File: src/rtl/stopwatch_display_pkg.sv
// Shared types and constants for the MM.SS multiplexed 7-segment display driver.
package stopwatch_display_pkg;

    localparam int unsigned VAL_W = 6;
    localparam int unsigned AN_W  = 4;
    localparam int unsigned SEG_W = 7;
    localparam int unsigned BCD_W = 4;

    // Digit index, rightmost first: sec ones, sec tens, min ones, min tens
    typedef enum logic [1:0] {
        D0 = 2'd0,
        D1 = 2'd1,
        D2 = 2'd2,
        D3 = 2'd3
    } digit_e;

    localparam logic [SEG_W-1:0] SEG_BLANK = 7'h7F;
    localparam logic [SEG_W-1:0] SEG_DASH  = 7'b0111111;

    // Active-low {g,f,e,d,c,b,a} patterns, entry [0] is digit 0
    localparam logic [9:0][SEG_W-1:0] SEG_LUT = {
        7'h10, 7'h00, 7'h78, 7'h02, 7'h12,
        7'h19, 7'h30, 7'h24, 7'h79, 7'h40
    };

    function automatic digit_e next_digit(digit_e d);
        digit_e n;
        n = D0;
        case (d)
            D0:      n = D1;
            D1:      n = D2;
            D2:      n = D3;
            default: n = D0;
        endcase
        return n;
    endfunction

endpackage

File: src/rtl/stopwatch_display_if.sv
// Value inputs and display outputs of the stopwatch display stage.
interface stopwatch_display_if;
    import stopwatch_display_pkg::*;

    logic [VAL_W-1:0] minutes;
    logic [VAL_W-1:0] seconds;
    logic             adj_en;
    logic             sel;
    logic [AN_W-1:0]  an;
    logic [SEG_W-1:0] seg;
    logic             dp;

    modport master (output minutes, seconds, adj_en, sel, input an, seg, dp);
    modport slave  (input minutes, seconds, adj_en, sel, output an, seg, dp);

endinterface

File: src/rtl/stopwatch_display_decoder.sv
// Combinational BCD to active-low 7-segment decoder; codes 10-15 are blank.
module seven_seg_decoder
    import stopwatch_display_pkg::*;
(
    input  logic [BCD_W-1:0] bcd,
    output logic [SEG_W-1:0] seg_c
);

    always_comb begin
        seg_c = SEG_BLANK;
        if (bcd <= 4'd9) seg_c = SEG_LUT[bcd];
    end

endmodule

File: src/rtl/stopwatch_display.sv
// 4-digit MM.SS multiplexed display: scan, snapshot, BCD split, adjust blink.
// Optional `LEADING_ZERO_BLANK_EN blanks the minutes-tens digit when it is zero.
module stopwatch_display
    import stopwatch_display_pkg::*;
#(
    parameter int unsigned REFRESH_DIV = 100_000,
    parameter int unsigned BLINK_DIV   = 25_000_000
) (
    input  logic                 clk,
    input  logic                 rst,
    stopwatch_display_if.slave   bus
);

    localparam int unsigned RW = (REFRESH_DIV > 1) ? $clog2(REFRESH_DIV) : 1;
    localparam int unsigned BW = (BLINK_DIV > 1) ? $clog2(BLINK_DIV) : 1;

    logic [RW-1:0]    refresh_cnt;
    logic             refresh_tick_c;
    logic             show_tick;
    logic [BW-1:0]    blink_cnt;
    logic             blink_hidden;
    digit_e           digit;
    logic             scan_active;
    logic [VAL_W-1:0] min_snap;
    logic [VAL_W-1:0] sec_snap;

    logic             field_is_sec_c;
    logic [VAL_W-1:0] field_val_c;
    logic [BCD_W-1:0] bcd_c;
    logic [SEG_W-1:0] dec_seg_c;
    logic [SEG_W-1:0] seg_next_c;
    logic [AN_W-1:0]  an_next_c;
    logic             dp_next_c;

    logic [AN_W-1:0]  disp_an;
    logic [SEG_W-1:0] disp_seg;
    logic             disp_dp;

    assign refresh_tick_c = (refresh_cnt == RW'(REFRESH_DIV - 1));

    // Digit-rate clock enable; show_tick delays it so outputs follow the new index
    always_ff @(posedge clk or posedge rst) begin
        if (rst) begin
            refresh_cnt <= '0;
            show_tick   <= 1'b0;
        end else begin
            refresh_cnt <= refresh_tick_c ? '0 : refresh_cnt + RW'(1);
            show_tick   <= refresh_tick_c;
        end
    end

    // Blink phase only advances in adjust mode; leaving it snaps back to visible
    always_ff @(posedge clk or posedge rst) begin
        if (rst) begin
            blink_cnt    <= '0;
            blink_hidden <= 1'b0;
        end else if (!bus.adj_en) begin
            blink_cnt    <= '0;
            blink_hidden <= 1'b0;
        end else if (blink_cnt == BW'(BLINK_DIV - 1)) begin
            blink_cnt    <= '0;
            blink_hidden <= ~blink_hidden;
        end else begin
            blink_cnt    <= blink_cnt + BW'(1);
        end
    end

    // Scan FSM; the first tick after reset enters D0, and every entry to D0 latches a new frame
    always_ff @(posedge clk or posedge rst) begin
        if (rst) begin
            digit       <= D0;
            scan_active <= 1'b0;
            min_snap    <= '0;
            sec_snap    <= '0;
        end else if (refresh_tick_c) begin
            if (!scan_active || digit == D3) begin
                digit    <= D0;
                min_snap <= bus.minutes;
                sec_snap <= bus.seconds;
            end else begin
                digit    <= next_digit(digit);
            end
            scan_active <= 1'b1;
        end
    end

    always_comb begin
        field_is_sec_c = (digit == D0) || (digit == D1);
        field_val_c    = field_is_sec_c ? sec_snap : min_snap;
        if (digit == D0 || digit == D2) bcd_c = 4'(field_val_c % VAL_W'(10));
        else                            bcd_c = 4'(field_val_c / VAL_W'(10));
    end

    seven_seg_decoder u_decoder (
        .bcd   (bcd_c),
        .seg_c (dec_seg_c)
    );

    always_comb begin
        seg_next_c = dec_seg_c;
        if (field_val_c > VAL_W'(59)) seg_next_c = SEG_DASH;
`ifdef LEADING_ZERO_BLANK_EN
        else if (digit == D3 && bcd_c == 4'd0) seg_next_c = SEG_BLANK;
`endif
        if (bus.adj_en && blink_hidden && (bus.sel == field_is_sec_c)) seg_next_c = SEG_BLANK;

        an_next_c = 4'b1111;
        case (digit)
            D0:      an_next_c = 4'b1110;
            D1:      an_next_c = 4'b1101;
            D2:      an_next_c = 4'b1011;
            default: an_next_c = 4'b0111;
        endcase
        dp_next_c = (digit != D2);
    end

    always_ff @(posedge clk or posedge rst) begin
        if (rst) begin
            disp_an  <= 4'b1111;
            disp_seg <= SEG_BLANK;
            disp_dp  <= 1'b1;
        end else if (show_tick) begin
            disp_an  <= an_next_c;
            disp_seg <= seg_next_c;
            disp_dp  <= dp_next_c;
        end
    end

    assign bus.an  = disp_an;
    assign bus.seg = disp_seg;
    assign bus.dp  = disp_dp;

endmodule
File: src/flat_wrapper.sv
// flat-port wrapper written by rule: the top's interface ports become plain ports
module stopwatch_display_flat import stopwatch_display_pkg::*;
#(
    parameter int unsigned REFRESH_DIV = 100_000,
    parameter int unsigned BLINK_DIV   = 25_000_000
)
  (clk, rst, bus_minutes, bus_seconds, bus_adj_en, bus_sel, bus_an, bus_seg, bus_dp);
  stopwatch_display_if bus_i ();
  input  logic clk;
  input  logic rst;
  input wire logic [$bits(bus_i.minutes)-1:0] bus_minutes;
  input wire logic [$bits(bus_i.seconds)-1:0] bus_seconds;
  input wire logic [$bits(bus_i.adj_en)-1:0] bus_adj_en;
  input wire logic [$bits(bus_i.sel)-1:0] bus_sel;
  output wire logic [$bits(bus_i.an)-1:0] bus_an;
  output wire logic [$bits(bus_i.seg)-1:0] bus_seg;
  output wire logic [$bits(bus_i.dp)-1:0] bus_dp;
  assign bus_i.minutes = bus_minutes;
  assign bus_i.seconds = bus_seconds;
  assign bus_i.adj_en = bus_adj_en;
  assign bus_i.sel = bus_sel;
  assign bus_an = bus_i.an;
  assign bus_seg = bus_i.seg;
  assign bus_dp = bus_i.dp;
  stopwatch_display #(.REFRESH_DIV(REFRESH_DIV), .BLINK_DIV(BLINK_DIV)) u_core (.clk(clk), .rst(rst), .bus(bus_i));
endmodule
File: config.mk
export PLATFORM = sky130hd
export DESIGN_NAME = stopwatch_display_flat
export DESIGN_NICKNAME = d
export VERILOG_FILES = /design/src/rtl/stopwatch_display_pkg.sv /design/src/rtl/stopwatch_display_if.sv /design/src/rtl/stopwatch_display_decoder.sv /design/src/rtl/stopwatch_display.sv /design/src/flat_wrapper.sv
export SDC_FILE = /design/constraint.sdc
export NUM_CORES = 1
export LEC_CHECK = 0
export CORE_ASPECT_RATIO = 1.25
export CORE_MARGIN = 1.5
export CORE_UTILIZATION = 36
export CTS_CLUSTER_SIZE = 14
export DETAILED_ROUTE_END_ITERATION = 6
export HOLD_SLACK_MARGIN = 0.02
export PLACE_DENSITY = 0.64
export SETUP_SLACK_MARGIN = 0.15
export SYNTH_ARGS = -nofsm -noshare
export SYNTH_HDL_FRONTEND = slang
export SYNTH_SLANG_ARGS = --single-unit
export TNS_END_PERCENT = 30
File: constraint.sdc
create_clock -name clk -period 4.37 [get_ports clk]
set_input_delay 1.0925 -clock clk [delete_from_list [all_inputs] [get_ports clk]]
set_output_delay 1.0925 -clock clk [all_outputs]
set_load 0.005 [all_outputs]
==> results of run 1 <==
## critical path, delay by kind of cell, from the launching register on
kind                       cells  cell delay [ns]
AOI/OAI and AO/OA              6             1.08
adders and majority gates      3             0.72
buffers and inverters          3             0.28
DFF                            1             0.40
muxes                          1             0.34
and+or+nand+nor                5             1.11
## layer usage
layer	wire, µm	track usage (%)	share of wire, %	vias up
met5	0	0	0	-
met4	216	8.21	2.5	0
met3	360	3.35	4.2	14
met2	4290	25.1	50	88
met1	3690	18.4	43	1503
li1	-	-	-	1520
## flip-flops by register name (all words and copies together), names as in the netlist
name	cells
u_core.blink_cnt	25
u_core.refresh_cnt	17
u_core.bus.seg	7
u_core.min_snap	6
u_core.sec_snap	6
u_core.bus.an	4
u_core.digit	2
u_core.blink_hidden	1
u_core.bus.dp	1
u_core.scan_active	1
u_core.show_tick	1
## cells by family (layout without fill, tap and decap cells)
logic type / count (synthesis) / count (layout) / share of synthesized area [%]
mux: 22 / 22 / 6.02
compound gates: 66 / 66 / 11.5
simple gates: 163 / 163 / 20.9
flops: 71 / 71 / 44.9
buf+inv: 31 / 78 / 3.20
xor+xnor: 39 / 39 / 8.55
fa+ha+maj: 16 / 16 / 5.01
## layout by cell type, fill, tap and decap left out, drive strengths merged, types with 3 or more instances in the layout
master         count
buf               15
or3                3
dfstp             12
nor2              50
clkdlybuf4s50     27
a31oi              3
ha                16
nand2             27
nand3             27
xor2              21
xnor2             18
mux2i              9
clkbuf            10
nand2b             5
mux2              13
nor2b              7
and4               4
inv               24
o22ai              3
o21ai             15
dfrtp             59
nor4               7
and3              10
a21oi             17
or2                3
a21o               3
nand4              7
o31ai              5
## metrics by stage
step                      setup WS (ns)  utilization (%)  instances  hold slack, ns  area [µm²]
after global routing              0.146             45.3        587           0.480        4860
after CTS                         0.158             44.6        583           0.468        4780
after floorplan                   0.384                -        408           0.431        3990
final                             0.363             45.3        587           0.463        4860
after detailed placement          0.129             41.6        566           0.454        4460
after global placement            0.243             41.6        566           0.445        4460
## layout make-up
class / count / area, µm² / share of cell area (%)
clock buffer: 10 / 239 / 4.92
clock inverter: 6 / 72.6 / 1.49
inverter: 20 / 75.1 / 1.54
multi-input combinational: 306 / 2130 / 43.9
sequential: 71 / 1790 / 36.9
tap: 132 / 165 / 3.40
timing repair buffer: 42 / 383 / 7.88
## worst paths after layout
path / end / slack [ns] / cells after the start
worst max register to register: u_core.bus.seg[0] / 0.36 / 18
worst min-delay path: u_core.bus.dp / 0.46 / 2
min in group asynchronous: u_core.refresh_cnt[0] / 1.18 / 2
max in group asynchronous: u_core.bus.seg[0] / 2.36 / 3
worst min register to register: u_core.bus.dp / 0.46 / 2
worst max-delay path: u_core.bus.seg[0] / 0.36 / 18
## where the power goes
group | internal, mW | total [mW] | switching, mW
logic | 0.0155 | 0.0361 | 0.0206
registers | 0.660 | 0.663 | 0.00235
clock network | 0.465 | 0.763 | 0.298
total | 1.14 | 1.46 | 0.321
## repair_timing
item / CTS / global route
pin swaps: 1 / 6
buffers inserted: 1 / 4
gates resized for setup: 1 / 16
setup endpoints to repair: 4 / 7
==> flow_metrics.py, run 1 <==
metrics = {
    "status": {
        "outcome": "finished clean",
    },
    "sta": {
        "slew_violations": 0,
        "maxSlewHeadroom_pct": 37.4,
        "worstMarginPinSlew_ns": 0.940,
        "finalSetupViolCount": 0,
        "fin_crit_sh_pct": 91.7,
        "hold_viol": 0,
        "fin_skew_ns": 0.00801,
        "max_freq_mhz": 250,
        "rsz0062_at_grt": "no",
        "min_period_ns": 4.01,
        "tns_ns": 0,
    },
    "logic_synthesis": {
        "yosysMostFrequentCell": "dfrtp_1",
        "ys_dominant_reg_cell": "dfrtp_1",
        "synth_commonest_cells": "dfrtp_1, nor2_1, nand2_1, nand3_1, xor2_1",
        "yosysSeqAreaShare_pct": 44.9,
        "ys_warn_count": 0,
        "async_flop_share_pct": 100,
        "syn_inst": 408,
        "synth_top_area_cell": "dfrtp_1",
        "yosys_register_bits": 71,
        "yosys-top-cells-area": "dfrtp_1, dfstp_2, ha_1, nor2_1, xor2_1",
        "synth.avg_cell_area_um2": 9.79,
        "synth_edf_count": 0,
        "synth_nets": 440,
        "synth.distinct_cells": 60,
        "synth_top_area_share_pct": 37.0,
        "syn-cell-area_um2": 3990,
    },
    "worst_setup_path": {
        "critPathArrivalTime_ns": 4.27,
        "end_kind": "flop",
        "cp.required_ns": 4.63,
        "worstSetupPathType": "flop to flop",
        "start_kind": "flop",
        "max_stage_delay_ns": 0.50,
        "crit_path_frequent_cell": "inv_1",
        "cp_cell_sequence": "inv_1 -> ha_2 -> or2_1 -> mux2_4 -> inv_1 -> ha_2 -> nor2b_2 -> nand3_1 -> a21oi_1 -> o22a_1 -> or4_4 -> nand3_4 -> inv_1 -> ha_1 -> o22ai_1 -> a21oi_1 -> o31a_1 -> o22ai_1",
        "reg2reg_from": "u_core.digit[0]",
        "crit_start": "u_core.digit[0]",
        "slowest_stage": "or4_4",
        "worstPathMaxFanout": 6,
    },
    "die": {
        "io_pins": 28,
        "fp-row-count": 42,
        "start_util_pct": 37.3,
        "die_area_um2": 11700,
        "coreArea_um2": 10700,
        "dieHeight_um": 121,
        "die_width_um": 97.2,
    },
    "clocking": {
        "cts-root-buf": "clkbuf_16",
        "postCtsHoldBufs": 0,
        "numCtsBuffers": 9,
        "cts_buffer_depth": 2,
        "clkTransAtPathRegs_ns": 0.06,
        "clock-sinks": 71,
        "insertion_delay_ns": 0.34,
        "h-tree-depth": 3,
        "cts_tree": "yes",
    },
    "power": {
        "fin_total_pwr_mw": 1.46,
        "power_per_cell_area_nw_per_um2": 301,
        "power.leakage_nw": 2.10,
        "ir_worst_vdd_uv": 153,
    },
    "finish": {
        "final_layout_size_suffix_gt1_share_pct": 17.4,
        "num-fill-cells": 996,
        "nets": 482,
        "synthToLayoutAreaGrowth_pct": 21.7,
        "diodes": 0,
    },
    "job": {
        "drv_cap": 0,
    },
    "global_route": {
        "track_usage_pct": 15.1,
        "grt_max_degree": 35,
        "overflow": 0,
        "antenna_found_initial": 0,
        "grt_pass1_vias": 3068,
        "grt_pass1_wl_um": 14400,
    },
    "drt": {
        "detail_route.wl_per_cell_um": 14.6,
        "avgViaCountPerCell": 5.32,
        "wirelength_um": 8560,
        "vias": 3125,
        "dr.pass1.iters": 4,
        "drc_errors": 0,
        "postRouteAntennaNets": 0,
        "first_iter_violations": 176,
    },
    "min_path": {
        "min_from": "u_core.bus.dp",
        "hold_class": "flop to flop",
    },
    "place": {
        "dp_hpwl_um": 5960,
        "place_congestion": 0.898,
        "portBuffers": 27,
    },
}
Note: power is estimated with default switching activity, not from simulation.
==> run 2, diff against run 1 <==
- CORE_MARGIN: 1.5 -> 8
==> run 2 against run 1 <==
Wire length up 4.0%. Combinational power shrank 3%. Total power shrank 0.80%. Die area is 26% higher. Sequential power barely moved. First-iteration DRC count down 1.1%. Clock power is 1% lower. Register-to-register slack about the same. Core utilization down 1.2 points. Critical endpoint unchanged. Largest power group unchanged.
==> flow_metrics.py, run 2 (same netlist as run 1, synthesis figures left out) <==
metrics = {
    "global_route": {
        "antenna_found_initial": 0,
        "track_usage_pct": 12.7,
        "overflow": 0,
        "grt_pass1_wl_um": 15100,
        "grt_max_degree": 72,
        "grt_pass1_vias": 3209,
    },
    "clocking": {
        "cts_buffer_depth": 2,
        "insertion_delay_ns": 0.34,
        "h-tree-depth": 3,
        "numCtsBuffers": 9,
        "clock-sinks": 71,
        "clkTransAtPathRegs_ns": 0.06,
        "postCtsHoldBufs": 0,
        "cts_tree": "yes",
        "cts-root-buf": "clkbuf_16",
    },
    "sta": {
        "rsz0062_at_grt": "no",
        "worstMarginPinSlew_ns": 0.910,
        "maxSlewHeadroom_pct": 39.3,
        "tns_ns": 0,
        "hold_viol": 0,
        "finalSetupViolCount": 0,
        "slew_violations": 0,
        "min_period_ns": 4.00,
        "fin_crit_sh_pct": 91.5,
        "max_freq_mhz": 250,
        "fin_skew_ns": 0.00599,
        "timing.final.ws_setup_ns": 0.373,
    },
    "finish": {
        "fin_util_pct": 44.1,
        "mostFrequentLayoutCells": "dfrtp_1, nor2_1, nand2_1, clkdlybuf4s50_1, nand3_1",
        "nets": 479,
        "regMostFlops": "u_core.blink_cnt",
        "final_layout_size_suffix_gt1_share_pct": 16.6,
        "num-fill-cells": 1050,
        "post-route-cell-area_um2": 4840,
        "diodes": 0,
        "largest_reg_flops": 25,
        "synthToLayoutAreaGrowth_pct": 21.2,
        "final_common_cell": "dfrtp_1",
    },
    "drt": {
        "met2WireLength_um": 4570,
        "wirelength_um": 8900,
        "drc_errors": 0,
        "vias": 3144,
        "avgViaCountPerCell": 5.36,
        "wl_met1_um": 3740,
        "dr.pass1.iters": 4,
        "detail_route.wl_per_cell_um": 15.2,
        "postRouteAntennaNets": 0,
        "first_iter_violations": 174,
        "top_layer": "met4",
        "wl_met3_um": 356,
    },
    "die": {
        "coreArea_um2": 11000,
        "fp-row-count": 43,
        "die_width_um": 110,
        "start_util_pct": 36.4,
        "die_area_um2": 14700,
        "dieHeight_um": 134,
        "io_pins": 28,
    },
    "place": {
        "place_ws_ns": 0.151,
        "portBuffers": 27,
        "place_congestion": 0.914,
        "dp_hpwl_um": 6150,
        "placed_area_um2": 4450,
    },
    "worst_setup_path": {
        "start_kind": "flop",
        "end_kind": "flop",
        "cp.required_ns": 4.64,
        "worstPathMaxFanout": 6,
        "worstSetupPathType": "flop to flop",
        "critPathArrivalTime_ns": 4.27,
    },
    "min_path": {
        "hold_class": "flop to flop",
    },
    "power": {
        "power.leakage_nw": 2.09,
        "pwr-share-seq_pct": 45.7,
        "swShare_pct": 21.7,
        "switchingPower_uw": 315,
        "p_int_mw": 1.14,
        "power_per_cell_area_nw_per_um2": 300,
        "clkPwrFrac_pct": 51.9,
        "p_comb_share_pct": 2.4,
        "ir_worst_vdd_uv": 141,
        "fin_total_pwr_mw": 1.45,
    },
    "status": {
        "outcome": "finished clean",
    },
    "job": {
        "drv_cap": 0,
    },
}
-- run 2: final timing paths --
path,from,to,slack [ns],cells after the start
hold / removal,u_core.scan_active,u_core.scan_active,0.46,1
min in group asynchronous,rst,u_core.refresh_cnt[5],1.35,3
setup / recovery,u_core.digit[0],u_core.bus.seg[0],0.37,18
setup reg to reg,u_core.digit[0],u_core.bus.seg[0],0.37,18
max in group asynchronous,rst,u_core.digit[0],2.41,3
hold reg to reg,u_core.scan_active,u_core.scan_active,0.46,1
-- run 2: layout make-up --
cell class | count | area (µm²) | share of cell area [%]
Multi-Input combinational cell | 306 | 2130 | 44.1
Sequential cell | 71 | 1790 | 37.0
Timing Repair Buffer | 39 | 360 | 7.44
Clock buffer | 10 | 239 | 4.94
Tap cell | 135 | 169 | 3.49
Inverter | 20 | 75.1 | 1.55
Clock inverter | 6 | 70.1 | 1.45
-- run 2: power groups by stage --
stage          registers, mW  clock network [mW]  logic (mW)
6_report               0.663               0.752      0.0350
5_1_grt                0.663               0.795      0.0405
4_1_cts                0.663               0.771      0.0365
3_5_place_dp           0.674                   0      0.0362
3_3_place_gp           0.674                   0      0.0357
2_1_floorplan          0.674                   0      0.0168
-- run 2: per-stage QoR --
step	instances	hold slack (ns)
2_1_floorplan	408	0.431
5_1_grt	587	0.490
6_report	587	0.461
4_1_cts	585	0.468
3_5_place_dp	568	0.454
3_3_place_gp	568	0.446
-- run 2: worst max-delay path: stages, from the launching register on --
cell and delay [ns]:
dfrtp_2 0.42, inv_2 0.07, ha_1 0.23, or2_1 0.25, mux2_4 0.34, inv_1 0.10, ha_1 0.27, nor2b_2 0.18
nand3_1 0.08, a21oi_1 0.07, o22a_1 0.21, or4_4 0.49, nand3_4 0.12, inv_1 0.09, ha_1 0.22, o22ai_1 0.15
a21oi_1 0.07, o31a_1 0.37, o22ai_2 0.19
-- run 2: timing repair --
action / in CTS / in global routing
pin swaps: 1 / 3
setup buffers: 1 / 2
hold endpoints to repair: 0 / 0
resized for setup: 1 / 15
setup endpoints to repair: 3 / 7
-- run 2: metal layers --
metal / GRT usage (%) / vias up
li1: - / 1524
met3: 2.61 / 21
met2: 21.2 / 72
met4: 6.46 / 0
met1: 14.9 / 1527
met5: 0 / -
==> run 3, diff against run 2 <==
- CORE_MARGIN: 8 -> 4
- CTS_CLUSTER_DIAMETER: default -> 30
- SYNTH_HIERARCHICAL: default -> 1
==> run 3 against run 2 <==
Die area shrank 13%. Sequential power is essentially flat. Worst setup slack gained 0.067 ns. Critical endpoint is now u_core/bus.seg[6]. Largest cell class unchanged.
==> flow_metrics.py, run 3 <==
metrics = {
    "logic_synthesis": {
        "async_flop_share_pct": 100,
        "synth_commonest_cells": "nor2_1, dfrtp_1, inv_1, nand3_1, nand2_1",
        "synth_top_area_cell": "dfrtp_1",
        "ys_dominant_reg_cell": "dfrtp_1",
        "ys_warn_count": 6,
        "yosys_register_bits": 71,
        "syn_inst": 410,
        "syn-cell-area_um2": 4000,
        "yosysMostFrequentCell": "nor2_1",
        "synth_top_area_share_pct": 36.9,
        "synth_edf_count": 0,
        "yosysSeqAreaShare_pct": 44.8,
        "synth.avg_cell_area_um2": 9.76,
        "synth_nets": 441,
        "synth.distinct_cells": 62,
        "yosys-top-cells-area": "dfrtp_1, dfstp_2, nor2_1, xor2_1, ha_1",
    },
    "die": {
        "dieHeight_um": 126,
        "die_area_um2": 12900,
        "io_pins": 28,
        "die_width_um": 102,
        "coreArea_um2": 10700,
        "fp-row-count": 42,
        "start_util_pct": 37.3,
    },
    "worst_setup_path": {
        "crit_path_frequent_cell": "a21oi_1",
        "worstPathMaxFanout": 11,
        "worstSetupPathType": "flop to flop",
        "end_kind": "flop",
        "cp_cell_sequence": "inv_1 -> ha_1 -> or2_4 -> mux2_1 -> inv_1 -> ha_2 -> nand2b_1 -> o211ai_1 -> a222oi_1 -> buf_4 -> o21ai_2 -> or3_1 -> a21oi_1 -> buf_4 -> or2b_1 -> o21ai_1 -> mux2i_1 -> a21oi_1 -> a21oi_1",
        "cp_top_family": "simple AND/OR/NAND/NOR gates",
        "cp.required_ns": 4.61,
        "start_kind": "flop",
        "slowest_stage": "dfrtp_1",
        "max_stage_delay_ns": 0.40,
        "cp_num_buf_inv": 4,
        "critPathArrivalTime_ns": 4.17,
    },
    "global_route": {
        "track_usage_pct": 13.8,
        "grt_pass1_wl_um": 14300,
        "overflow": 0,
        "antenna_found_initial": 0,
        "grt_max_degree": 34,
        "grt_pass1_vias": 3113,
    },
    "place": {
        "place_congestion": 0.910,
        "dp_hpwl_um": 5950,
        "place_inst": 562,
        "placed_area_um2": 4400,
        "portBuffers": 27,
    },
    "finish": {
        "regMostFlops": "u_core/blink_cnt",
        "final_common_cell": "nor2_1",
        "num-fill-cells": 1009,
        "post-route-cell-area_um2": 4730,
        "multi_input_area_um2": 2030,
        "final_layout_size_suffix_gt1_share_pct": 14.5,
        "largest_reg_flops": 25,
        "diodes": 0,
        "nets": 473,
        "final_cells": 579,
        "mostFrequentLayoutCells": "nor2_1, dfrtp_1, clkdlybuf4s50_1, nand3_1",
        "register_area_um2": 1790,
        "synthToLayoutAreaGrowth_pct": 18.1,
    },
    "clocking": {
        "cts-root-buf": "clkbuf_16",
        "clock-sinks": 71,
        "insertion_delay_ns": 0.33,
        "postCtsHoldBufs": 0,
        "h-tree-depth": 3,
        "cts_tree": "yes",
        "cts_buffer_depth": 2,
        "numCtsBuffers": 9,
        "clkTransAtPathRegs_ns": 0.06,
    },
    "sta": {
        "hold_viol": 0,
        "max_freq_mhz": 255,
        "rsz0062_at_grt": "no",
        "maxSlewHeadroom_pct": 35.3,
        "fin_crit_sh_pct": 89.9,
        "finalSetupViolCount": 0,
        "tns_ns": 0,
        "worstMarginPinSlew_ns": 0.970,
        "fin_skew_ns": 0.00590,
        "slew_violations": 0,
        "min_period_ns": 3.93,
    },
    "power": {
        "fin_total_pwr_mw": 1.45,
        "ir_worst_vdd_uv": 159,
        "power_per_cell_area_nw_per_um2": 306,
        "power.leakage_nw": 2.01,
    },
    "drt": {
        "detail_route.wl_per_cell_um": 14.4,
        "drc_errors": 0,
        "vias": 3050,
        "avgViaCountPerCell": 5.27,
        "wirelength_um": 8350,
        "first_iter_violations": 163,
        "postRouteAntennaNets": 0,
        "dr.pass1.iters": 5,
    },
    "status": {
        "outcome": "finished clean",
    },
    "min_path": {
        "hold_class": "flop to flop",
    },
    "job": {
        "drv_cap": 0,
    },
}
[run 3: cell types whose count changed after synthesis, moves of 4 or more]
cell / previous run / this run
buf_6: 1 / 5
and3_1: 10 / 5
nor2b_1: 7 / 3
o21ai_0: 14 / 8
a21oi_1: 17 / 11
o22a_1: 1 / 7
inv_1: 20 / 25
nor3_1: 2 / 6
nor2_1: 50 / 61
[run 3: cell type report]
cell class	count	area share, %
clock inverter	5	1.19
timing repair buffer	36	7.15
inverter	25	1.99
clock buffer	11	5.35
sequential	71	37.9
multi-input combinational	299	42.9
tap	132	3.49
[run 3: power by group]
part | internal [mW] | switching [mW]
Combinational | 0.0157 | 0.0218
Clock | 0.471 | 0.275
Sequential | 0.661 | 0.00232
[run 3: cell families after synthesis]
family,Yosys count,share of synthesized area [%]
fa+ha+maj,15,4.69
compound gates,62,11.2
xor+xnor,40,8.76
simple gates,161,20.0
mux,21,5.75
buf+inv,40,4.85
flops,71,44.8
[run 3: stage by stage]
step / hold slack [ns] / setup WS [ns] / util [%]
3_3_place_gp: 0.444 / 0.571 / 41.0
6_report: 0.463 / 0.441 / 44.1
5_1_grt: 0.495 / 0.160 / 44.1
2_1_floorplan: 0.431 / 0.705 / -
4_1_cts: 0.469 / 0.423 / 43.9
3_5_place_dp: 0.449 / 0.421 / 41.0
[run 3: worst register-to-register path: cells and delay by family, from the launching register on]
family                   cells  cell delay, ns
AND/OR/NAND/NOR              4            0.98
multiplexers                 2            0.40
adder cells (fa/ha/maj)      2            0.52
buffers and inverters        4            0.57
AO/OA/AOI/OAI                7            0.96
flip-flops                   1            0.40
[run 3: final timing paths]
| kind | slack (ns) | from | endpoint | cells after the start |
|---|---|---|---|---|
| worst max-delay path | 0.44 | u_core/digit[0] | u_core/bus.seg[6] | 19 |
| worst min-delay path | 0.46 | u_core/scan_active | u_core/scan_active | 1 |
| worst max register to register | 0.44 | u_core/digit[0] | u_core/bus.seg[6] | 19 |
| worst min register to register | 0.46 | u_core/scan_active | u_core/scan_active | 1 |
| max in group asynchronous | 2.40 | rst | u_core/bus.an[0] | 3 |
| min in group asynchronous | 1.19 | rst | u_core/refresh_cnt[3] | 2 |
[run 3: per-layer routing]
layer | wire length [µm] | GRT usage (%)
met5 | 0 | 0
met4 | 188 | 6.02
met3 | 344 | 4.20
met2 | 4140 | 22.7
met1 | 3680 | 16.5
[run 3: timing repair]
| item | 4_1_cts | 5_1_grt |
|---|---|---|
| endpoints found under the setup margin | 0 | 6 |
| resized for setup | 0 | 5 |
| buffers inserted | 0 | 1 |
==> RTL change (config.mk and constraints of run 2) <==
The option `LEADING_ZERO_BLANK_EN` is turned on by a define.
--- a/src/rtl/stopwatch_display.sv
+++ b/src/rtl/stopwatch_display.sv
@@ -1,4 +1,6 @@
 // 4-digit MM.SS multiplexed display: scan, snapshot, BCD split, adjust blink.
 // Optional `LEADING_ZERO_BLANK_EN blanks the minutes-tens digit when it is zero.
+`define LEADING_ZERO_BLANK_EN
+
 module stopwatch_display
     import stopwatch_display_pkg::*;
Function: same outputs for any inputs over 10 cycles, from zero or initial values and one cycle with rst high; that may be too few to reach the edited logic, so the function may still have changed.
==> RTL change against run 2 <==
- total power is 3.0% lower
- final area is essentially flat
- wire length is 4.6% lower
- area after synthesis is 2.0% lower
- sequential cell count unchanged
- sequential power barely moved
- non-clock buffer count grew 8
- setup slack worse by 0.058 ns
- worst hold slack worse by 0.0025 ns
- critical path type unchanged
- critical endpoint is now u_core.bus.seg[5]$_DFFE_PP1P_
- largest cell class unchanged
- largest power group unchanged
==> RTL change: results (changes against run 2) <==
Clock buf/inv share: 0.06027 (-0.003572)
Worst vdd ir: 0.1701 mV (+20%)
Drt first pass iters: 5 (+1)
Final worst hold slack: 0.4589 ns (-0.002532 ns)
Hpwl dp: 5899 microns (-4.0%)
Area used by multi-input combinational logic: 2098 sq um (-1.7%)
Outcome: finished, final reports clean
Mux cell area share after synthesis: 0.06168 (+0.001531)
Layout cell share with drive strength beyond 1: 0.2098 (+0.04389)
Vias in the first global route: 3131 (-2.4%)
Via count: 3022 (-3.9%)
Synth area leaders: dfrtp_1 (38%), dfstp_2 (8.1%), xor2_1 (5.4%), nor2_1 (5.3%), ha_1 (5.1%)
Compound-Gate Fraction of Synth Area: 0.1039 (-0.01079)
Invs w/o clock: 15 (-25%)
DR WL met2: 4336 microns (-5.1%)
Post-placement cell area: 4383 sq um (-1.6%)
Core Util, Final: 0.4557 (+0.01462)
Commonest cells post-synth: dfrtp_1 (59), nor2_1 (55), nand2_1 (32)
GRT Util Overall: 0.1218 (-0.005490)
Sw Share: 0.2017 (-0.01535)
Std cell rows: 42 (-2.3%)
Fin nets: 475 (-0.84%)
Met3 Usage GRT: 0.02575 (-0.0003464)
Multi-input gates: 299 (-2.3%)
Met2 Track Usage GR: 0.2091 (-0.003161)
Worst-Margin Slew: 1.105 ns (+0.1944 ns)
Vias per cell: 5.210 (-2.7%)
Clock buf count: 16 (+6)
Non-Clock Buffer Count: 47 (+21%)
Fillers: 970 (-7.6%)
Synth Area in XOR/XNOR: 0.08277 (-0.002752)
Initial drt markers: 95 (-45%)
Metal-1 WL: 3600 microns (-3.7%)
Signal buf overhead: 0.08846 (+0.01403)
Cell count after placement: 556 (-2.1%)
Worst reg2reg path depth: 22 (+4)
Routed WL per cell: 14.65 microns (-3.4%)
Met3 WL post-DR: 319 microns (-10%)
CP endpoint: u_core.bus.seg[5]$_DFFE_PP1P_
Global-route wire length before repair: 14370 microns (-4.8%)
Met1 global-route usage: 0.1385 (-0.01031)
Crit-path slowest cell: dfrtp_1
Mapped Cells: 397 (-2.7%)
RePlAce Congestion: 0.9258 (+1.3%)
Adder-cell share of the synthesized area: 0.05113 (+0.001009)
==> RTL change: changes by cell type in the layout (fill, tap and decap cells not counted), sizes merged, moves of 4 or more <==
cell	delta
o31ai	-5
nor2	+6
clkinv	-5
nand3	-6
clkbuf	+6
and3	-5
nand2	+5
nor3	+4
nand2b	-4
inv	-5
xnor2	-5
and2	+4
buf	+8
==> RTL change: timing repair <==
action	4_1_cts	5_1_grt
endpoints found under the hold margin	0	0
hold buffers	0	0
pin swaps	2	12
endpoints found under the setup margin	7	7
gates resized for setup	1	23
gates cloned	0	0
buffers inserted	3	5
==> RTL change: logic make-up (layout without fill, tap and decap cells) <==
logic type	count (synthesis)	in the layout
buffers and inverters	27	78
xor gates and xnor gates	37	37
adders and majority gates	16	16
muxes	22	22
and+or+nand+nor	164	164
DFF	71	71
AOI/OAI and AO/OA	60	60
